==> config.mk <==
export PLATFORM = sky130hd
export DESIGN_NAME = fun_demux16
export DESIGN_NICKNAME = d
export VERILOG_FILES = /design/src/rtl/fun_demux16_pkg.sv /design/src/rtl/fun_demux16_dec.sv /design/src/rtl/fun_demux16.sv
export SDC_FILE = /design/constraint.sdc
export NUM_CORES = 1
export LEC_CHECK = 0
export CAP_MARGIN = 15
export CORE_UTILIZATION = 32
export DETAILED_ROUTE_END_ITERATION = 12
export GPL_TIMING_DRIVEN = 0
export PLACE_DENSITY_LB_ADDON = 0.05
export SYNTH_ARGS = -nofsm -noshare
export SYNTH_HDL_FRONTEND = slang
export SYNTH_SLANG_ARGS = --single-unit
==> constraint.sdc <==
create_clock -name clk -period 0.8 [get_ports clk]
set_clock_uncertainty 0.15 [all_clocks]
set_input_delay 0.16 -clock clk [delete_from_list [all_inputs] [get_ports clk]]
set_output_delay 0.16 -clock clk [all_outputs]
set_load 0.01 [all_outputs]
==> src/rtl/fun_demux16_pkg.sv <==
// Shared constants and the one-hot helper for the registered 1-to-16 demultiplexer.
package fun_demux16_pkg;

    localparam int SEL_W = 4;
    localparam int OUT_W = 16;
    localparam logic [OUT_W-1:0] OUT_RESET = 16'h0000;

    // Single set bit at position sel; every other bit clear.
    function automatic logic [OUT_W-1:0] onehot(input logic [SEL_W-1:0] sel);
        logic [OUT_W-1:0] r;
        r      = OUT_RESET;
        r[sel] = 1'b1;
        return r;
    endfunction

endpackage

==> src/rtl/fun_demux16_dec.sv <==
// Combinational 4-to-16 one-hot decoder; with en_i low every output line is 0.
module fun_demux16_dec
    import fun_demux16_pkg::*;
(
    input  logic             en_i,
    input  logic [SEL_W-1:0] sel_i,
    output logic [OUT_W-1:0] dec_o
);

    // Route the enable onto the selected line only.
    always_comb begin
        dec_o = OUT_RESET;
        if (en_i) begin
            dec_o = onehot(sel_i);
        end else begin
            dec_o = OUT_RESET;
        end
    end

endmodule

==> src/rtl/fun_demux16.sv <==
// Registered 1-to-16 demultiplexer: I is steered to O[{S1,S2,S3,S4}] one clock later.
module fun_demux16
    import fun_demux16_pkg::*;
(
    input  logic             clk,
    input  logic             rst_n,
    input  logic             I,
    input  logic             S1,
    input  logic             S2,
    input  logic             S3,
    input  logic             S4,
    output logic [OUT_W-1:0] O
);

    logic [SEL_W-1:0] sel_s;
    logic [OUT_W-1:0] o_d;
    logic [OUT_W-1:0] o_q;

    assign sel_s = {S1, S2, S3, S4};

    fun_demux16_dec u_dec (
        .en_i  (I),
        .sel_i (sel_s),
        .dec_o (o_d)
    );

    // Output register with synchronous active-low clear.
    always_ff @(posedge clk) begin
        if (!rst_n) begin
            o_q <= OUT_RESET;
        end else begin
            o_q <= o_d;
        end
    end

    assign O = o_q;

endmodule

* Yosys cells after proc, flatten, opt, wreduce, memory -nomap -nowiden
Index checks and enable logic that the tools add are counted.
Operators by class: order comparisons 2, muxes and demuxes 2, reductions and logical operators 2
Operators with widths (count):
- 4-bit by 5-bit less-than comparator with 1-bit output, second input constant | 1
- 1-bit demux with 4-bit select | 1
- 4-bit by 1-bit >= comparator with 1-bit output, second input constant | 1
- 2-bit AND reduction | 1
- 1-bit logical AND | 1
- 1-bit two-way mux | 1
Word-level totals: register bits 16, output and inout port bits 16, word-level logic and storage cells 7

* Longest topological paths before layout
Gate-level depths: netlist (run 1).
word-level depth 4, mapped depth 2, gate-level depth less buffers 2

* Modules after synthesis
A second synthesis (run 1) with hierarchy kept.
Second synthesis, totals: cell total of the unflattened synthesis 56, area, all modules 564.3 um^2
Modules (own cells, without submodules):
- fun_demux16 | times used 1, cells each 33, area an instance 446.7 um^2, seq. area each 320.3 um^2
- fun_demux16_dec | times used 1, cells each 23, area an instance 117.6 um^2, seq. area each 0.0 um^2

* Worst setup path after synthesis (run 1)
No wires, ideal clock.
path type input to register, from input S1, to register o_q[0] (netlist: O[0]), setup time 0.078 ns, data arrival time 0.513 ns, data required time 0.572 ns, slack 0.058 ns, cell stages on the path 2, path buffers 0, cells stage by stage nand4bb_1 nor3_1
On the way: cells in the longest elaborated chain, start to end 4
RTL lines:
- start, declared | RTL line fun_demux16.sv:8 | input logic S1,
- 4-bit by 5-bit less-than comparator with 1-bit output (not written as such) / 4-bit by 1-bit >= comparator with 1-bit output (equally long branches) | RTL line fun_demux16_pkg.sv:12 | r[sel] = 1'b1;
- 1-bit logical AND (not written as such) | RTL line fun_demux16_pkg.sv:12
- 1-bit two-way mux (not written as such) | RTL line fun_demux16_pkg.sv:12
- 1-bit demux with 4-bit select *
- end signal, assigned | RTL line fun_demux16.sv:30 | o_q <= OUT_RESET;
- end signal, assigned | RTL line fun_demux16.sv:32 | o_q <= o_d;
- end, declared | RTL line fun_demux16.sv:17 | logic [OUT_W-1:0] o_q;
Every way passes the cells marked *; elsewhere a longest branch is shown, timed or not. A chain may end at the register's enable or synchronous reset.

* Worst setup path after layout (run 1)
from register o_q[3] (netlist: O[3]), to output O[3]
RTL lines:
- end, declared | RTL line fun_demux16.sv:12 | output logic [OUT_W-1:0] O
No word-level cell between the ends.

==> results of run 1 <==
repair_timing:
item | 4_1_cts | 5_1_grt
gates resized for setup | 73 | 17
pin swaps | 2 | 3
endpoints found under the setup margin | 32 | 23
how the worst min path moves through the flow:
stage	startpoint	to	slack (ns)	cells after the start
3_5_place_dp	S2	O[15]	0.72	3
6_report	S4	O[8]	0.01	2
5_1_grt	S4	O[8]	0.02	2
4_1_cts	S3	O[4]	0.20	2
3_3_place_gp	S2	O[15]	0.72	3
2_1_floorplan	S4	O[0]	0.09	1
area by class of cell:
class                   instances  area [um^2]
clock buffers                   4         36.3
multi-input cells              23          153
well taps                      14         17.5
flip-flops and latches         16          323
repair buffers                 22          128
fillers                       125          529
metrics by stage:
stage	instances	cell area, um^2	total power, uW	TNS [ns]	hold WS, ns
floorplan	39	437	851	0	0.0868
global placement	75	674	915	-12.92	0.721
detailed placement	75	674	915	-12.92	0.720
CTS	79	649	1410	-3.54	0.196
global route	79	657	1460	-3.94	0.0159
finish	79	657	1390	-3.36	0.0130
report_power, final:
group	switching (uW)	leakage [uW]	internal, uW
combinational	48.1	0.000154	36.9
sequential	1.61	0.000130	804
clock	227	0.0000210	276
layer usage:
metal  vias to the layer above  part of all wire, %  GRT usage (%)
li1                        184                    -              -
met1                       151                   46           14.0
met2                        13                   46           17.1
met3                         2                  6.9           5.20
met4                         0                  1.3           7.76
met5                         -                    0              0
cell usage after synthesis, drive strengths merged:
cell      n  area, um^2
dfxtp    16         320
nand4     1        6.26
nand2     1        3.75
nand2b    2        12.5
nor2     12        45.0
nor3      4        20.0
nand4bb   1        11.3
nand4b    2        17.5
kinds of logic after synthesis:
group            share of synthesized area [%]
and+or+nand+nor                           26.6
DFF                                       73.4
==> impl_metrics.json, run 1 <==
{
  "hold_violations": 0,
  "core_region_area_um2": 1190,
  "drtPass1Iterations": 3,
  "required_ns": 0.49,
  "post_drt_wl_per_cell_um": 9.41,
  "synthCells": 39,
  "drc": 0,
  "path_class": "reg -> out",
  "rsz0062_at_grt": "yes",
  "fin_util_pct": 55.4,
  "num_rows": 12,
  "period_minus_slack_ns": 1.02,
  "die_area_um2": 1520,
  "place_congestion": 0.725,
  "cts_tree": "built",
  "crit_end": "O[3]",
  "crit_chain": "buf_6",
  "cp_max_fo": 1,
  "arrival_ns": 0.71,
  "io_pins": 23,
  "ys_seq_area_share_pct": 73.4,
  "clockBufferDepth": 2,
  "cts_max_level": 1,
  "slew_headroom_pct": 82.1,
  "cellLeakagePower_uw": 0.000305,
  "io_buffers": 22,
  "diodes": 0,
  "setup_viol_count_final": 16,
  "synth_area_um2": 437,
  "cp.buffers_inverters": 1,
  "viasPerCell": 4.43,
  "vias": 350,
  "hp-class": "in -> reg",
  "preCtsSetupSlack_ns": -0.534,
  "ys_ff_latch": 16,
  "area.growth.synth_to_final_pct": 50.4,
  "largest_reg_flops": 16,
  "ys_warn_count": 0,
  "final_nets": 73,
  "ir_worst_vdd_mv": 1.15,
  "grt_pass1_vias": 286,
  "powerDensity_nw_per_um2": 2120,
  "antenna_found_initial": 0,
  "synth.distinct_cells": 8,
  "slowest_stage": "dfxtp_2",
  "root_buffer": "clkbuf_4",
  "finalCritPeriodShare_pct": 127,
  "wl_um": 743,
  "initial_core_util_pct": 36.8,
  "critPathLaunch": "O[3]",
  "grt_overflow": 0,
  "post-cts-setup-buffers": 0,
  "layout_setup_ws_ns": -0.216,
  "slew_viol_final": 0,
  "status": "finished, violations left",
  "ant_nets": 0,
  "avgSynthCellArea_um2": 11.2,
  "die_w_um": 38.9,
  "cts.sinks": 16,
  "final_cell_mix": "dfxtp_1, buf_2, nor2_1",
  "fmax_ghz": 0.985,
  "crit_family": "flip-flops",
  "groute.usage.overall_pct": 11.9,
  "grt_max_degree": 10,
  "clkTransAtPathRegs_ns": 0.09,
  "drive_gt1_share_pct": 49.2,
  "syn_nets": 46,
  "cts_made_buffers": 3,
  "die_h_um": 38.9,
  "cp_num_cells": 1,
  "grt_pass1_wl_mm": 1.15,
  "violations": "setup timing",
  "first_iter_violations": 2,
  "place_hpwl_um": 544,
  "worstSetupStartpointType": "flop",
  "crit_path_max_incr_delay_ns": 0.33,
  "drv_cap": 0,
  "end_kind": "primary output",
  "worstMarginPinSlew_ns": 0.269,
  "cts_hold_buf": 0
}
(Power assumes the default switching activity.)
==> inputs of run 2 (changes only) <==
--- a/config.mk
+++ b/config.mk
@@ -8,7 +8,7 @@
 export CAP_MARGIN = 15
 export CORE_UTILIZATION = 32
 export DETAILED_ROUTE_END_ITERATION = 12
-export GPL_TIMING_DRIVEN = 0
+export HOLD_SLACK_MARGIN = 0.1
 export PLACE_DENSITY_LB_ADDON = 0.05
 export SYNTH_ARGS = -nofsm -noshare
 export SYNTH_HDL_FRONTEND = slang
==> run 2 against run 1 <==
Net effect:
- the run still ends with setup timing left
- die area stayed put
- global-route usage is 0.80 points higher
- worst setup slack worse by 0.0081 ns
- critical path depth stayed put
- first-iteration DRC count stayed put
- count of clock-buffer cells in the layout stayed put
- via count is 3.7% higher
- largest cell class unchanged
==> impl_metrics.json, run 2 (synthesis gave the netlist of run 1 again) <==
{
  "clockBufferDepth": 2,
  "io_pins": 23,
  "required_ns": 0.49,
  "fillers": 133,
  "drc": 0,
  "whs_endpoint": "O[3]",
  "status": "finished, violations left",
  "placed_cell_area_um2": 704,
  "diodes": 0,
  "slowest_stage": "dfxtp_2",
  "groute.usage.overall_pct": 12.7,
  "first_iter_violations": 2,
  "setup_viol_count_final": 16,
  "rsz0062_at_grt": "yes",
  "min_from": "rst_n",
  "finalCritPeriodShare_pct": 128,
  "cp.buffers_inverters": 1,
  "grtUsageMet3_pct": 8.67,
  "cts_hold_buf": 0,
  "drtPass1Iterations": 3,
  "slew_headroom_pct": 87.0,
  "cts.sinks": 16,
  "worstSetupStartpointType": "flop",
  "clkTransAtPathRegs_ns": 0.08,
  "grt_pass1_vias": 304,
  "layout_setup_ws_ns": -0.224,
  "crit_family": "flip-flops",
  "crit_chain": "buf_6",
  "ir_worst_vdd_mv": 1.47,
  "grt_max_degree": 10,
  "num_rows": 12,
  "crit_path_max_incr_delay_ns": 0.33,
  "wl_um": 810,
  "root_buffer": "clkbuf_4",
  "end_kind": "primary output",
  "core_region_area_um2": 1190,
  "period_minus_slack_ns": 1.02,
  "grt_overflow": 0,
  "hp-class": "in -> reg",
  "arrival_ns": 0.71,
  "cts_made_buffers": 3,
  "antenna_found_initial": 0,
  "powerDensity_nw_per_um2": 2060,
  "viasPerCell": 4.37,
  "post-cts-setup-buffers": 0,
  "final_nets": 77,
  "drive_gt1_share_pct": 46.4,
  "fmax_ghz": 0.977,
  "place_hpwl_um": 606,
  "largest_reg_flops": 16,
  "hold_violations": 0,
  "total_power_uw": 1410,
  "die_w_um": 38.9,
  "critPathLaunch": "O[4]",
  "post_drt_wl_per_cell_um": 9.76,
  "path_class": "reg -> out",
  "die_area_um2": 1520,
  "slew_viol_final": 0,
  "die_h_um": 38.9,
  "drv_cap": 0,
  "io_buffers": 22,
  "grt_pass1_wl_mm": 1.20,
  "cellLeakagePower_uw": 0.000324,
  "final_cell_mix": "dfxtp_1, buf_2, nor2_1",
  "holdPathStages": 3,
  "cts_max_level": 1,
  "violations": "setup timing",
  "grt_util_met2_pct": 21.7,
  "worstMarginPinSlew_ns": 0.194,
  "area.growth.synth_to_final_pct": 57.0,
  "ant_nets": 0,
  "vias": 363,
  "busiest_layer": "met2",
  "grt_use_met1_pct": 12.5,
  "finish.instance_area_um2": 686,
  "cp_max_fo": 1,
  "multi_input_area_um2": 138,
  "cts_tree": "built",
  "final-seq-area_um2": 324,
  "initial_core_util_pct": 36.8,
  "place_congestion": 0.775
}
run 2: through the flow:
step	utilization [%]	hold slack [ns]	instances	setup slack, ns	TNS, ns
floorplan	-	0.0868	39	0.0584	0
global placement	59.4	0.716	79	-0.504	-12.33
detailed placement	59.4	0.718	79	-0.534	-12.48
CTS	56.2	0.188	83	-0.235	-3.67
global route	57.8	0.0535	83	-0.260	-4.04
finish	57.8	0.0512	83	-0.224	-3.47
run 2: worst max path at each step:
| stage | end | depth (start not counted) |
|---|---|---|
| detailed placement | O[4] | 3 |
| finish | O[4] | 1 |
| global route | O[10] | 1 |
| global placement | O[0] | 3 |
| CTS | O[15] | 1 |
| floorplan | O[0] | 2 |
run 2: where the power goes:
part	total, uW	internal (uW)	switching (uW)
registers	805	804	1.73
clock network	510	277	233
logic	94.5	46.5	48.1
run 2: what timing repair did:
action | 4_1_cts | 5_1_grt
pin swaps | 2 | 2
endpoints found under the hold margin | 0 | 6
endpoints found under the setup margin | 32 | 18
resized for setup | 74 | 10
run 2: final cells by class:
type	count	area share, %
repair buffers	26	24.8
multi-input cells	23	20.1
clock buffers	4	5.29
well taps	14	2.55
flip-flops and latches	16	47.3
run 2: routing by layer:
metal,share of wire (%),routed length (um)
met1,42,341
met2,49,396
met4,0,0
met3,8.9,72
met5,0,0
